## src/rtl/cnt_pkg.sv

```systemverilog
// Shared types and constants for the up/down counter, its monitor and the benches.
package cnt_pkg;

    localparam int unsigned CNT_WIDTH = 4;

    typedef enum logic [1:0] {
        IDLE,
        SYNC,
        TRACK
    } state_e;

    typedef enum logic [1:0] {
        UP,
        DOWN,
        HOLD,
        JUMP
    } step_e;

endpackage

```

## src/rtl/cnt_monitor_step_classify.sv

```systemverilog
// Combinational step classifier: class of the modular delta prev -> cnt, plus wrap detection.
module step_classify
    import cnt_pkg::*;
#(
    parameter int unsigned WIDTH = CNT_WIDTH
) (
    input  logic [WIDTH-1:0] prev_i,
    input  logic [WIDTH-1:0] cnt_i,
    output step_e            step_o,
    output logic             wrap_o
);

    logic [WIDTH-1:0] delta;

    always_comb begin
        delta  = cnt_i - prev_i;
        step_o = JUMP;
        if (delta == '0) begin
            step_o = HOLD;
        end else if (delta == WIDTH'(1)) begin
            step_o = UP;
        end else if (delta == '1) begin
            step_o = DOWN;
        end
        wrap_o = ((step_o == UP) && (prev_i == '1)) ||
                 ((step_o == DOWN) && (prev_i == '0));
    end

endmodule

```

## src/rtl/cnt_monitor.sv

```systemverilog
// Passive count-integrity monitor: locks onto an up/down sequence and flags
// illegal steps, wrap-arounds, reversals and holds with registered pulses.
module cnt_monitor
    import cnt_pkg::*;
#(
    parameter int unsigned WIDTH     = CNT_WIDTH,
    parameter int unsigned LOCK_LEN  = 2,
    parameter int unsigned ERR_CNT_W = 8
) (
    input  logic                 clk,
    input  logic                 rst,
    input  logic                 en,
    input  logic                 clr_err,
    input  logic [WIDTH-1:0]     cnt_in,
    output logic                 locked,
    output logic                 dir_out,
    output logic                 step_err,
    output logic                 wrap,
    output logic                 dir_chg,
    output logic                 hold,
    output logic [ERR_CNT_W-1:0] err_cnt
);

    localparam int unsigned SW = $clog2(LOCK_LEN + 1);

    state_e               state_q, state_d;
    logic [WIDTH-1:0]     prev_q, prev_d;
    logic [SW-1:0]        streak_q, streak_d;
    logic                 sdir_q, sdir_d;
    logic                 locked_q, locked_d;
    logic                 dir_q, dir_d;
    logic                 step_err_q, step_err_d;
    logic                 wrap_q, wrap_d;
    logic                 dir_chg_q, dir_chg_d;
    logic                 hold_q, hold_d;
    logic [ERR_CNT_W-1:0] err_q, err_d;

    step_e step;
    logic  step_wrap;
    logic  is_move;
    logic  step_up;

    step_classify #(
        .WIDTH(WIDTH)
    ) u_classify (
        .prev_i(prev_q),
        .cnt_i (cnt_in),
        .step_o(step),
        .wrap_o(step_wrap)
    );

    assign is_move = (step == UP) || (step == DOWN);
    assign step_up = (step == UP);

    always_comb begin
        state_d    = state_q;
        prev_d     = prev_q;
        streak_d   = streak_q;
        sdir_d     = sdir_q;
        locked_d   = locked_q;
        dir_d      = dir_q;
        step_err_d = 1'b0;
        wrap_d     = 1'b0;
        dir_chg_d  = 1'b0;
        hold_d     = 1'b0;
        err_d      = clr_err ? '0 : err_q;

        if (!en) begin
            state_d  = IDLE;
            locked_d = 1'b0;
        end else begin
            prev_d = cnt_in;
            unique case (state_q)
                IDLE: begin
                    state_d  = SYNC;
                    streak_d = '0;
                    locked_d = 1'b0;
                end
                SYNC: begin
                    hold_d = (step == HOLD);
                    wrap_d = step_wrap;
                    if (is_move) begin
                        // A zero streak has no direction yet, so any move starts a new run.
                        if ((streak_q != '0) && (sdir_q == step_up)) begin
                            streak_d = streak_q + 1'b1;
                        end else begin
                            streak_d = SW'(1);
                            sdir_d   = step_up;
                        end
                        if (streak_d == SW'(LOCK_LEN)) begin
                            state_d  = TRACK;
                            locked_d = 1'b1;
                            dir_d    = sdir_d;
                        end
                    end else if (step == JUMP) begin
                        streak_d = '0;
                    end
                end
                TRACK: begin
                    hold_d = (step == HOLD);
                    wrap_d = step_wrap;
                    if (is_move && (step_up != dir_q)) begin
                        dir_d     = step_up;
                        dir_chg_d = 1'b1;
                    end else if (step == JUMP) begin
                        step_err_d = 1'b1;
                        locked_d   = 1'b0;
                        streak_d   = '0;
                        state_d    = SYNC;
                        // Increment after any clear so a coincident error still counts.
                        if (err_d != '1) begin
                            err_d = err_d + 1'b1;
                        end
                    end
                end
                default: state_d = IDLE;
            endcase
        end
    end

    always_ff @(posedge clk or posedge rst) begin
        if (rst) begin
            state_q    <= IDLE;
            prev_q     <= '0;
            streak_q   <= '0;
            sdir_q     <= 1'b0;
            locked_q   <= 1'b0;
            dir_q      <= 1'b0;
            step_err_q <= 1'b0;
            wrap_q     <= 1'b0;
            dir_chg_q  <= 1'b0;
            hold_q     <= 1'b0;
            err_q      <= '0;
        end else begin
            state_q    <= state_d;
            prev_q     <= prev_d;
            streak_q   <= streak_d;
            sdir_q     <= sdir_d;
            locked_q   <= locked_d;
            dir_q      <= dir_d;
            step_err_q <= step_err_d;
            wrap_q     <= wrap_d;
            dir_chg_q  <= dir_chg_d;
            hold_q     <= hold_d;
            err_q      <= err_d;
        end
    end

    assign locked   = locked_q;
    assign dir_out  = dir_q;
    assign step_err = step_err_q;
    assign wrap     = wrap_q;
    assign dir_chg  = dir_chg_q;
    assign hold     = hold_q;
    assign err_cnt  = err_q;

endmodule
```

## config.mk

```make
export PLATFORM = sky130hd
export DESIGN_NAME = cnt_monitor
export DESIGN_NICKNAME = d
export VERILOG_FILES = /design/src/rtl/cnt_pkg.sv /design/src/rtl/cnt_monitor_step_classify.sv /design/src/rtl/cnt_monitor.sv
export SDC_FILE = /design/constraint.sdc
export NUM_CORES = 1
export LEC_CHECK = 0
export ABC_AREA = 1
export BUFFER_PORTS_ARGS = -buffer_cell sky130_fd_sc_hd__buf_2
export CORE_MARGIN = 3
export CORE_UTILIZATION = 40
export CTS_BUF_LIST = sky130_fd_sc_hd__clkbuf_8 sky130_fd_sc_hd__clkbuf_16
export CTS_CLUSTER_SIZE = 16
export DETAILED_ROUTE_END_ITERATION = 10
export PLACE_DENSITY_LB_ADDON = 0.12
export SYNTH_ARGS = -nofsm -noshare
export SYNTH_HDL_FRONTEND = slang
export SYNTH_SLANG_ARGS = --single-unit
```

## constraint.sdc

```tcl
create_clock -name clk -period 2.3 [get_ports clk]
set_clock_uncertainty 0.1 [all_clocks]
set_input_delay 0 -clock clk [delete_from_list [all_inputs] [get_ports clk]]
set_output_delay 0 -clock clk [all_outputs]
set_load 0.05 [all_outputs]
```

* Word-level counts from Yosys, hierarchy flattened
Index checks and enable logic that the tools add are counted.
Cells by class: $add $sub $neg 3, eq/ne operators 21, multiplexer cells 45, reduce and logical (&&, ||, !) cells 19
Operators with widths (number):
- 2-to-1 mux 8 bit | 6
- 2-to-1 mux 2 bit | 15
- 2-to-1 mux 1 bit | 20
- != test 3 bit, second input constant | 4
- one-hot mux 2 bit (3 select lines) | 2
- AND reduction 5 bit | 2
- adder 8 x 1 -> 8 bit, second input constant | 1
- equality test 2 bit, second input constant | 4
- equality test 4 bit, second input constant | 2
- zero test 4 bit | 2
- != test 2 bit, second input constant | 4
- != test 8 bit, second input constant | 1
- AND reduction 3 bit | 2
- equality test 2 x 1 -> 1 bit, second input constant | 2
- equality test 4 x 1 -> 1 bit, second input constant | 1
- logical AND 1 bit | 4
- zero test 2 bit | 2
- != test 4 x 1 -> 1 bit, second input constant | 1
- AND reduction 4 bit | 1
- nonzero test 2 bit | 2
- subtractor 4 bit | 1
- one-hot mux 1 bit (3 select lines) | 1
- nonzero test 3 bit | 1
- adder 2 x 1 -> 2 bit, second input constant | 1
- other kinds (5) | 6
Storage, ports and cells: register bits 23, input bits 8, output and inout port bits 14, word-level logic and storage cells 99

* Depth between registers and ports, before layout
Gate-level depths: netlist (run 1).
depth in word-level cells 17, gate-level depth with buffers 17

* Hierarchy
A second synthesis (run 1) with hierarchy kept.
Unflattened totals: cell total of the unflattened synthesis 223, area, all modules 1669.1 µm²
Modules (own cells, without submodules):
- cnt_monitor | instances 1, cells each 187, area each 1461.4 µm²
- step_classify | instances 1, cells each 36, area each 207.7 µm²

* Least setup slack after synthesis (run 1)
No wires, ideal clock.
path type register to register, from register prev_q[0], to register streak_q[1], setup time 0.119 ns, data arrival time 2.016 ns, required time 2.081 ns, path slack 0.066 ns, stages on the path, launching flop included 16, path buffers 0, period minus slack after synthesis 2.234 ns, cell sequence dfrtp_1 -> ha_1 -> inv_2 -> fa_1 -> xnor2_2 -> nor2_1 -> nand3_2 -> inv_1 -> nand2_1 -> o21ai_1 -> nand2_1 -> nand2_1 -> nor2_2 -> nor2_1 -> nor2_1 -> nand2_1
Between the ends: cells in the longest elaborated chain, start to end 14, elaborated cells between the ends (all ways) 25
RTL lines:
- start, declared | RTL line cnt_monitor.sv:27 | logic [WIDTH-1:0] prev_q, prev_d;
- start signal, assigned | RTL line cnt_monitor.sv:136 | prev_q <= prev_d;
- subtractor 4 bit * | RTL line cnt_monitor_step_classify.sv:16 | delta = cnt_i - prev_i;
- equality test 4 bit | RTL line cnt_monitor_step_classify.sv:22 | end else if (delta == '1) begin
- 2-to-1 mux 2 bit | RTL line cnt_monitor_step_classify.sv:22
- 2-to-1 mux 2 bit | RTL line cnt_monitor_step_classify.sv:20 | end else if (delta == WIDTH'(1)) begin
- 2-to-1 mux 2 bit * | RTL line cnt_monitor_step_classify.sv:18 | if (delta == '0) begin
- zero test 2 bit | RTL line cnt_monitor.sv:52, cnt_monitor.sv:53
- equality test 1 bit | RTL line cnt_monitor.sv:84 | if ((streak_q != '0) && (sdir_q == step_up)) begin
- logical AND 1 bit | RTL line cnt_monitor.sv:84
- 2-to-1 mux 2 bit | RTL line cnt_monitor.sv:84
- 2-to-1 mux 2 bit | RTL line cnt_monitor.sv:82 | if (is_move) begin
- 2-to-1 mux 2 bit | RTL line cnt_monitor.sv:73 | unique case (state_q)
- 2-to-1 mux 2 bit | RTL line cnt_monitor.sv:68 | if (!en) begin
- 2-to-1 mux 2 bit | RTL line cnt_monitor.sv:82
- one-hot mux 2 bit (3 select lines) | RTL line cnt_monitor.sv:73
- end signal, assigned | RTL line cnt_monitor.sv:137 | streak_q <= streak_d;
- end, declared | RTL line cnt_monitor.sv:28 | logic [SW-1:0] streak_q, streak_d;
Mark *: on every way between the ends. The rest lies on a longest branch, timed or not. The select of a mux whose other input is x is not followed. A chain may end at the register's enable or synchronous reset.

* Final worst setup path (run 1)
from register prev_q[0], to register state_q[0]
Between the ends: cells in the longest elaborated chain, start to end 15, elaborated cells between the ends (all ways) 25
RTL lines:
- subtractor 4 bit * | RTL line cnt_monitor_step_classify.sv:16
- equality test 4 bit | RTL line cnt_monitor_step_classify.sv:22
- 2-to-1 mux 2 bit | RTL line cnt_monitor_step_classify.sv:22
- 2-to-1 mux 2 bit | RTL line cnt_monitor_step_classify.sv:20
- 2-to-1 mux 2 bit * | RTL line cnt_monitor_step_classify.sv:18
- zero test 2 bit | RTL line cnt_monitor.sv:52, cnt_monitor.sv:53
- equality test 1 bit | RTL line cnt_monitor.sv:84
- logical AND 1 bit | RTL line cnt_monitor.sv:84
- 2-to-1 mux 2 bit | RTL line cnt_monitor.sv:84
- 2-to-1 mux 2 bit | RTL line cnt_monitor.sv:82
- 2-to-1 mux 2 bit | RTL line cnt_monitor.sv:73
- 2-to-1 mux 2 bit | RTL line cnt_monitor.sv:68
- equality test 2 bit | RTL line cnt_monitor.sv:90 | if (streak_d == SW'(LOCK_LEN)) begin
- != test 3 bit (no source line)
- AND reduction 4 bit (no source line) *
- end signal, assigned | RTL line cnt_monitor.sv:135 | state_q <= state_d;
- end, declared | RTL line cnt_monitor.sv:26 | state_e state_q, state_d;
Marks and branches as above.

==> flow_results.xml, run 1 <==
<?xml version="1.0" encoding="UTF-8"?>
<metrics>
  <group name="outcome">
    <metric name="run_status" unit="">complete, but fails checks</metric>
    <metric name="violations" unit="">negative setup slack</metric>
  </group>
  <group name="timing">
    <metric name="tightestPinTransition" unit="ns">0.861</metric>
    <metric name="finalCriticalPeriod" unit="ns">2.36</metric>
    <metric name="report.final.slew_viol_count" unit="">0</metric>
    <metric name="max_freq" unit="MHz">423</metric>
    <metric name="finalSetupViolations" unit="">4</metric>
    <metric name="number_of_failing_hold_endpoints_at_the_final_stage" unit="">0</metric>
    <metric name="maxSlewHeadroom" unit="">0.425</metric>
    <metric name="rsz0062_at_grt" unit="">yes</metric>
    <metric name="finalHoldWorstSlack" unit="ns">0.188</metric>
    <metric name="ratio_of_final_minimum_period_to_clock_period" unit="">1.03</metric>
    <metric name="fin_ws" unit="ns">-0.0644</metric>
  </group>
  <group name="cells_and_area">
    <metric name="syn2layout_area_growth" unit="%">25.4</metric>
    <metric name="postLayoutCellArea" unit="µm²">1970</metric>
    <metric name="antenna_cells_inserted" unit="">0</metric>
    <metric name="drive_above_1_share" unit="">0.302</metric>
    <metric name="final_net_count" unit="">262</metric>
    <metric name="final_cell_count_no_fill" unit="">290</metric>
    <metric name="fillers" unit="">363</metric>
  </group>
  <group name="route">
    <metric name="drt_pre_antenna_iters" unit="">4</metric>
    <metric name="vias" unit="">1349</metric>
    <metric name="vias_per_cell" unit="">4.65</metric>
    <metric name="drc_errors" unit="">0</metric>
    <metric name="drtAntennaViolNets" unit="">0</metric>
    <metric name="routed_wl" unit="µm">3160</metric>
    <metric name="post_drt_wl_per_cell" unit="µm">10.9</metric>
    <metric name="iteration_0_drc_markers" unit="">49</metric>
  </group>
  <group name="critical_path">
    <metric name="peak_fanout_along_the_critical_path" unit="">6</metric>
    <metric name="worst_ep_arrival_time" unit="ns">2.42</metric>
    <metric name="worst_ep_required_time" unit="ns">2.36</metric>
    <metric name="worst-setup-path-type" unit="">flip-flop to flip-flop</metric>
    <metric name="critical_path.startpoint_type" unit="">flip-flop</metric>
    <metric name="critPathCaptureType" unit="">flip-flop</metric>
  </group>
  <group name="synthesis">
    <metric name="synth_area_per_cell" unit="µm²">7.77</metric>
    <metric name="synth-async-reset-ratio" unit="">1.00</metric>
    <metric name="synthesis.nets" unit="">221</metric>
    <metric name="yosys_most_used_dff" unit="">dfrtp_1</metric>
    <metric name="netlist_instances" unit="">202</metric>
    <metric name="mappedNetlistArea" unit="µm²">1570</metric>
    <metric name="yosysTopAreaCell" unit="">dfrtp_1</metric>
    <metric name="synth.distinct_cells" unit="">29</metric>
    <metric name="synth_enable_flop_cells" unit="">0</metric>
    <metric name="synth.ff_latch_count" unit="">23</metric>
    <metric name="post-synth-top-area-fraction" unit="">0.367</metric>
    <metric name="ys_warn_count" unit="">0</metric>
    <metric name="synth_area_leaders" unit="">dfrtp_1, nand2_1, ha_1</metric>
    <metric name="synth_seq_area_share" unit="">0.367</metric>
  </group>
  <group name="clocking">
    <metric name="deepest_level_of_the_cts_h_tree" unit="">1</metric>
    <metric name="cts_tree" unit="">built</metric>
    <metric name="max-clock-path-buffers" unit="">2</metric>
    <metric name="ctsRootBufferMaster" unit="">clkbuf_8</metric>
    <metric name="cts_made_buffers" unit="">3</metric>
    <metric name="worst_skew_pair.late_latency" unit="ns">0.26</metric>
    <metric name="clk_transition_reported_paths" unit="ns">0.08</metric>
    <metric name="cts_num_sinks" unit="">23</metric>
  </group>
  <group name="job">
    <metric name="maxCapViolCount" unit="">0</metric>
  </group>
  <group name="placed_design">
    <metric name="numPortBuffers" unit="">21</metric>
    <metric name="pre_cts_ws" unit="ns">-0.00136</metric>
    <metric name="place_inst" unit="">273</metric>
    <metric name="detailed_place_hpwl" unit="µm">2400</metric>
    <metric name="gp_congestion" unit="">0.795</metric>
    <metric name="placedInstanceArea" unit="µm²">1750</metric>
  </group>
  <group name="grt">
    <metric name="grt.met1_usage" unit="">0.197</metric>
    <metric name="first_global_vias" unit="">1249</metric>
    <metric name="grt_pass1_wl" unit="µm">5380</metric>
    <metric name="overall_routing_resource_usage" unit="">0.151</metric>
    <metric name="overflow_after_grt" unit="">0</metric>
    <metric name="largest_net_degree_at_the_start_of_global_routing" unit="">24</metric>
    <metric name="grt_use_met2" unit="">0.249</metric>
    <metric name="top_usage_layer" unit="">met2</metric>
    <metric name="use_met3" unit="">0.0373</metric>
    <metric name="grt_antenna_before_repair" unit="">0</metric>
  </group>
  <group name="power_and_ir_drop">
    <metric name="power.density" unit="nW/µm²">605</metric>
    <metric name="ir_drop" unit="V">0.000428</metric>
    <metric name="p_leak" unit="nW">1.03</metric>
  </group>
  <group name="floorplanning">
    <metric name="rows" unit="">22</metric>
    <metric name="floorplan.core_area" unit="µm²">3720</metric>
    <metric name="die-width" unit="µm">68.6</metric>
    <metric name="design.die.area" unit="µm²">4710</metric>
    <metric name="die-height" unit="µm">68.6</metric>
    <metric name="ioPinCount" unit="">22</metric>
    <metric name="starting_density_of_the_core" unit="">0.422</metric>
  </group>
  <group name="hold_path">
    <metric name="timing.hold.worst.class" unit="">input pin to flip-flop</metric>
  </group>
</metrics>
## sequential cells by signal (all words and copies together), names as in the netlist
| register | flops |
|---|---|
| err_cnt | 8 |
| prev_q | 4 |
| state_q | 2 |
| streak_q | 2 |
| dir_chg | 1 |
| dir_out | 1 |
| hold | 1 |
| locked | 1 |
| sdir_q | 1 |
| step_err | 1 |
| wrap | 1 |
## cell type report
type | count | area [µm²] | area share
Tap cell | 48 | 60.1 | 0.0305
Inverter | 34 | 128 | 0.0648
Multi-Input combinational cell | 144 | 910 | 0.462
Timing Repair Buffer | 37 | 249 | 0.127
Clock buffer | 3 | 41.3 | 0.0210
Sequential cell | 23 | 576 | 0.292
Clock inverter | 1 | 5.00 | 0.00254
## layout by cell type (no fill, tap or decap)
| cell | instances |
|---|---|
| nand3b_1 | 1 |
| buf_4 | 7 |
| clkinv_2 | 1 |
| nor2_8 | 1 |
| nand3_1 | 10 |
| o21ai_1 | 4 |
| buf_2 | 21 |
| nand3_2 | 5 |
| fa_2 | 1 |
| a21oi_1 | 3 |
| inv_2 | 4 |
| xnor2_4 | 1 |
| o21ai_0 | 6 |
| xnor2_1 | 2 |
| inv_1 | 30 |
| ha_2 | 1 |
| nor3_1 | 4 |
| nand3_4 | 1 |
| nand3b_2 | 1 |
| nand4_1 | 3 |
| nand2_1 | 43 |
| nor2_1 | 19 |
| nor2_2 | 5 |
| buf_6 | 1 |
| dlygate4sd3_1 | 8 |
| nor4_1 | 1 |
| nand2_2 | 12 |
| dfrtp_1 | 23 |
| nor2_4 | 3 |
| or2_4 | 1 |
| xor2_1 | 2 |
| o21ai_2 | 1 |
| or2_1 | 1 |
| nand2_4 | 3 |
| clkbuf_8 | 3 |
| ha_1 | 9 |
## layer usage
| metal | up-vias | part of all wire |
|---|---|---|
| li1 | 708 | - |
| met1 | 617 | 0.46 |
| met2 | 22 | 0.49 |
| met3 | 2 | 0.041 |
| met4 | 0 | 0.0076 |
| met5 | - | 0 |
## cell families (layout without fill, tap and decap cells)
| family | after synthesis | after routing | share of synthesized area |
|---|---|---|---|
| AO/OA/AOI/OAI | 14 | 14 | 0.0447 |
| XOR/XNOR | 5 | 5 | 0.0327 |
| adder cells (fa/ha/maj) | 11 | 11 | 0.0925 |
| buffers and inverters | 35 | 75 | 0.0837 |
| flip-flops | 23 | 23 | 0.367 |
| AND/OR/NAND/NOR | 114 | 114 | 0.380 |
## path summary, 6_finish.rpt
path,slack [ns],end,from,cells past startpoint
min in group asynchronous,0.36,wrap,rst,3
setup reg to reg,-0.06,state_q[0],prev_q[0],14
max in group asynchronous,1.21,step_err,rst,3
setup / recovery,-0.06,state_q[0],prev_q[0],14
hold reg to reg,0.40,locked,locked,2
hold / removal,0.19,hold,cnt_in[0],5
## worst max-delay path: stages (launching register included)
cell,delay (ns)
dfrtp_1,0.37
ha_2,0.18
inv_2,0.04
fa_2,0.42
xnor2_4,0.22
buf_6,0.13
nand3_4,0.10
nand2_2,0.11
inv_2,0.05
nor2_4,0.11
nand3_2,0.09
nand2_2,0.12
nand2_2,0.08
nand2_1,0.06
o21ai_1,0.06
## report_power, final
part | switching [mW] | internal [mW]
sequential | 0.0363 | 0.443
clock | 0.133 | 0.121
combinational | 0.292 | 0.166
total | 0.461 | 0.730
## synth_stat cells (4+ instances only)
cell / count
dfrtp_1: 23
ha_1: 10
inv_1: 31
nand2_1: 47
nand2_2: 8
nand3_1: 12
nor2_1: 20
nor2_2: 5
nor3_1: 4
o21ai_0: 6
o21ai_1: 5
## stage by stage
| step | utilization | TNS [ns] | power (mW) |
|---|---|---|---|
| 6_report | 0.530 | -0.188 | 1.19 |
| 5_1_grt | 0.530 | -1.28 | 1.27 |
| 4_1_cts | 0.506 | 0 | 1.17 |
| 3_5_place_dp | 0.472 | -0.00136 | 0.896 |
| 3_3_place_gp | 0.472 | 0 | 0.894 |
| 2_1_floorplan | - | 0 | 0.798 |
## repair_timing
| action | CTS | global route |
|---|---|---|
| hold buffers | 8 | 0 |
| setup endpoints to repair | 1 | 11 |
| setup buffers | 0 | 5 |
| pin swaps | 1 | 12 |
| hold endpoints to repair | 31 | 0 |
| resized for setup | 0 | 14 |
No activity file was read; power rests on OpenSTA's default activity.
==> run 2, diff against run 1 <==
--- a/config.mk
+++ b/config.mk
@@ -13,6 +13,8 @@
 export CTS_CLUSTER_SIZE = 16
 export DETAILED_ROUTE_END_ITERATION = 10
 export PLACE_DENSITY_LB_ADDON = 0.12
+export SETUP_SLACK_MARGIN = 0.15
+export SKIP_CTS_REPAIR_TIMING = 1
 export SYNTH_ARGS = -nofsm -noshare
 export SYNTH_HDL_FRONTEND = slang
 export SYNTH_SLANG_ARGS = --single-unit
==> run 2 against run 1 <==
The flow finishes with violations (negative hold slack). Sequential share of layout area up 1.0 points. Critical path depth is the same. Utilization fell by 1.8 points. Non-clock buffer count decreased by 7. Fmax is 3.3% higher. Largest cell class unchanged.
==> flow_results.xml, run 2 (synthesized netlist as in run 1, its figures left out) <==
<?xml version="1.0" encoding="UTF-8"?>
<metrics>
  <group name="outcome">
    <metric name="run_status" unit="">complete, but fails checks</metric>
    <metric name="violations" unit="">negative hold slack</metric>
  </group>
  <group name="power_and_ir_drop">
    <metric name="power.density" unit="nW/µm²">612</metric>
    <metric name="p_leak" unit="nW">0.998</metric>
    <metric name="fin_total_pwr" unit="mW">1.16</metric>
    <metric name="ir_drop" unit="V">0.000269</metric>
  </group>
  <group name="grt">
    <metric name="grt_pass1_wl" unit="µm">5240</metric>
    <metric name="first_global_vias" unit="">1199</metric>
    <metric name="largest_net_degree_at_the_start_of_global_routing" unit="">24</metric>
    <metric name="grt_antenna_before_repair" unit="">0</metric>
    <metric name="overall_routing_resource_usage" unit="">0.147</metric>
    <metric name="overflow_after_grt" unit="">0</metric>
  </group>
  <group name="timing">
    <metric name="maxSlewHeadroom" unit="">0.383</metric>
    <metric name="report.final.slew_viol_count" unit="">0</metric>
    <metric name="finalSetupViolations" unit="">0</metric>
    <metric name="rsz0062_at_grt" unit="">yes</metric>
    <metric name="max_freq" unit="MHz">437</metric>
    <metric name="finalCriticalPeriod" unit="ns">2.29</metric>
    <metric name="tightestPinTransition" unit="ns">0.924</metric>
    <metric name="finalHoldWorstSlack" unit="ns">-0.00641</metric>
    <metric name="ratio_of_final_minimum_period_to_clock_period" unit="">0.995</metric>
    <metric name="number_of_failing_hold_endpoints_at_the_final_stage" unit="">1</metric>
  </group>
  <group name="route">
    <metric name="vias" unit="">1300</metric>
    <metric name="iteration_0_drc_markers" unit="">57</metric>
    <metric name="drc_errors" unit="">0</metric>
    <metric name="drt_pre_antenna_iters" unit="">4</metric>
    <metric name="routed_wl" unit="µm">3130</metric>
    <metric name="drtAntennaViolNets" unit="">0</metric>
    <metric name="post_drt_wl_per_cell" unit="µm">11.1</metric>
    <metric name="vias_per_cell" unit="">4.59</metric>
  </group>
  <group name="clocking">
    <metric name="cts_tree" unit="">built</metric>
    <metric name="cts_made_buffers" unit="">3</metric>
    <metric name="ctsRootBufferMaster" unit="">clkbuf_8</metric>
    <metric name="deepest_level_of_the_cts_h_tree" unit="">1</metric>
    <metric name="worst_skew_pair.late_latency" unit="ns">0.26</metric>
    <metric name="max-clock-path-buffers" unit="">2</metric>
    <metric name="cts_num_sinks" unit="">23</metric>
    <metric name="clk_transition_reported_paths" unit="ns">0.08</metric>
  </group>
  <group name="critical_path">
    <metric name="ff2ff_path_depth" unit="">14</metric>
    <metric name="worst_ep_required_time" unit="ns">2.35</metric>
    <metric name="worst_ep_arrival_time" unit="ns">2.34</metric>
    <metric name="critical_path.startpoint_type" unit="">flip-flop</metric>
    <metric name="critPathCaptureType" unit="">flip-flop</metric>
    <metric name="peak_fanout_along_the_critical_path" unit="">6</metric>
    <metric name="worst-setup-path-type" unit="">flip-flop to flip-flop</metric>
  </group>
  <group name="placed_design">
    <metric name="placedInstanceArea" unit="µm²">1760</metric>
    <metric name="gp_congestion" unit="">0.756</metric>
    <metric name="numPortBuffers" unit="">21</metric>
    <metric name="detailed_place_hpwl" unit="µm">2400</metric>
  </group>
  <group name="floorplanning">
    <metric name="design.die.area" unit="µm²">4710</metric>
    <metric name="ioPinCount" unit="">22</metric>
    <metric name="die-width" unit="µm">68.6</metric>
    <metric name="rows" unit="">22</metric>
    <metric name="die-height" unit="µm">68.6</metric>
    <metric name="floorplan.core_area" unit="µm²">3720</metric>
    <metric name="starting_density_of_the_core" unit="">0.422</metric>
  </group>
  <group name="cells_and_area">
    <metric name="antenna_cells_inserted" unit="">0</metric>
    <metric name="final_common_cell" unit="">nand2_1</metric>
    <metric name="fillers" unit="">379</metric>
    <metric name="syn2layout_area_growth" unit="%">21.1</metric>
    <metric name="drive_above_1_share" unit="">0.272</metric>
    <metric name="layout_common_cells" unit="">nand2_1, inv_1, dfrtp_1, buf_2, nor2_1</metric>
    <metric name="largest_reg_flops" unit="">8</metric>
    <metric name="final_util" unit="">0.511</metric>
    <metric name="final_net_count" unit="">255</metric>
    <metric name="postLayoutCellArea" unit="µm²">1900</metric>
  </group>
  <group name="hold_path">
    <metric name="timing.hold.worst.class" unit="">input pin to flip-flop</metric>
    <metric name="worst_hold_path.num_cells" unit="">4</metric>
  </group>
  <group name="job">
    <metric name="maxCapViolCount" unit="">0</metric>
  </group>
</metrics>
run 2: cell count changes in the layout (fill, tap and decap cells not counted), sizes merged:
cell,previous run,this run
clkinv,1,0
dlygate4sd3,8,5
inv,34,35
buf,29,25
run 2: worst paths after layout:
kind / start / endpoint / slack, ns
worst max-delay path: prev_q[0] / state_q[1] / 0.01
worst min-delay path: clr_err / err_cnt[1] / -0.006
worst max register to register: prev_q[0] / state_q[1] / 0.01
worst min register to register: locked / locked / 0.39
max in group asynchronous: rst / state_q[0] / 1.16
min in group asynchronous: rst / err_cnt[5] / 0.38
run 2: cell type report:
type	count	area, µm²	share of cell area
Tap cell	48	60.1	0.0316
Timing Repair Buffer	30	198	0.104
Clock buffer	3	41.3	0.0217
Sequential cell	23	576	0.303
Multi-Input combinational cell	144	895	0.471
Inverter	34	128	0.0671
Clock inverter	1	3.75	0.00197
run 2: worst max-delay path, stage by stage, from the launching register on:
cell	delay (ns)
dfrtp_1	0.40
ha_2	0.19
inv_2	0.04
fa_2	0.37
xnor2_4	0.21
buf_12	0.13
nand3_4	0.11
nand2_2	0.08
nand2_2	0.06
nor2_4	0.10
nand3_2	0.10
nand2_2	0.10
nand2_2	0.07
nand2_1	0.06
o21ai_1	0.06
run 2: stage by stage:
stage / TNS, ns / std cells / setup slack (ns)
after floorplan: 0 / 202 / 0.162
after global placement: 0 / 271 / 0.0587
after detailed placement: 0 / 271 / 0.0434
after CTS: 0 / 275 / 0.0362
after global routing: -1.19 / 283 / -0.177
final: 0 / 283 / 0.0119
run 2: power by group:
part | switching [mW] | total (mW) | internal [mW]
clock | 0.126 | 0.246 | 0.119
combinational | 0.280 | 0.437 | 0.156
sequential | 0.0369 | 0.480 | 0.443
run 2: layer usage:
metal	track usage	part of all wire
met1	0.191	0.48
met2	0.242	0.47
met5	0	0
met3	0.0389	0.044
met4	0.0372	0.010
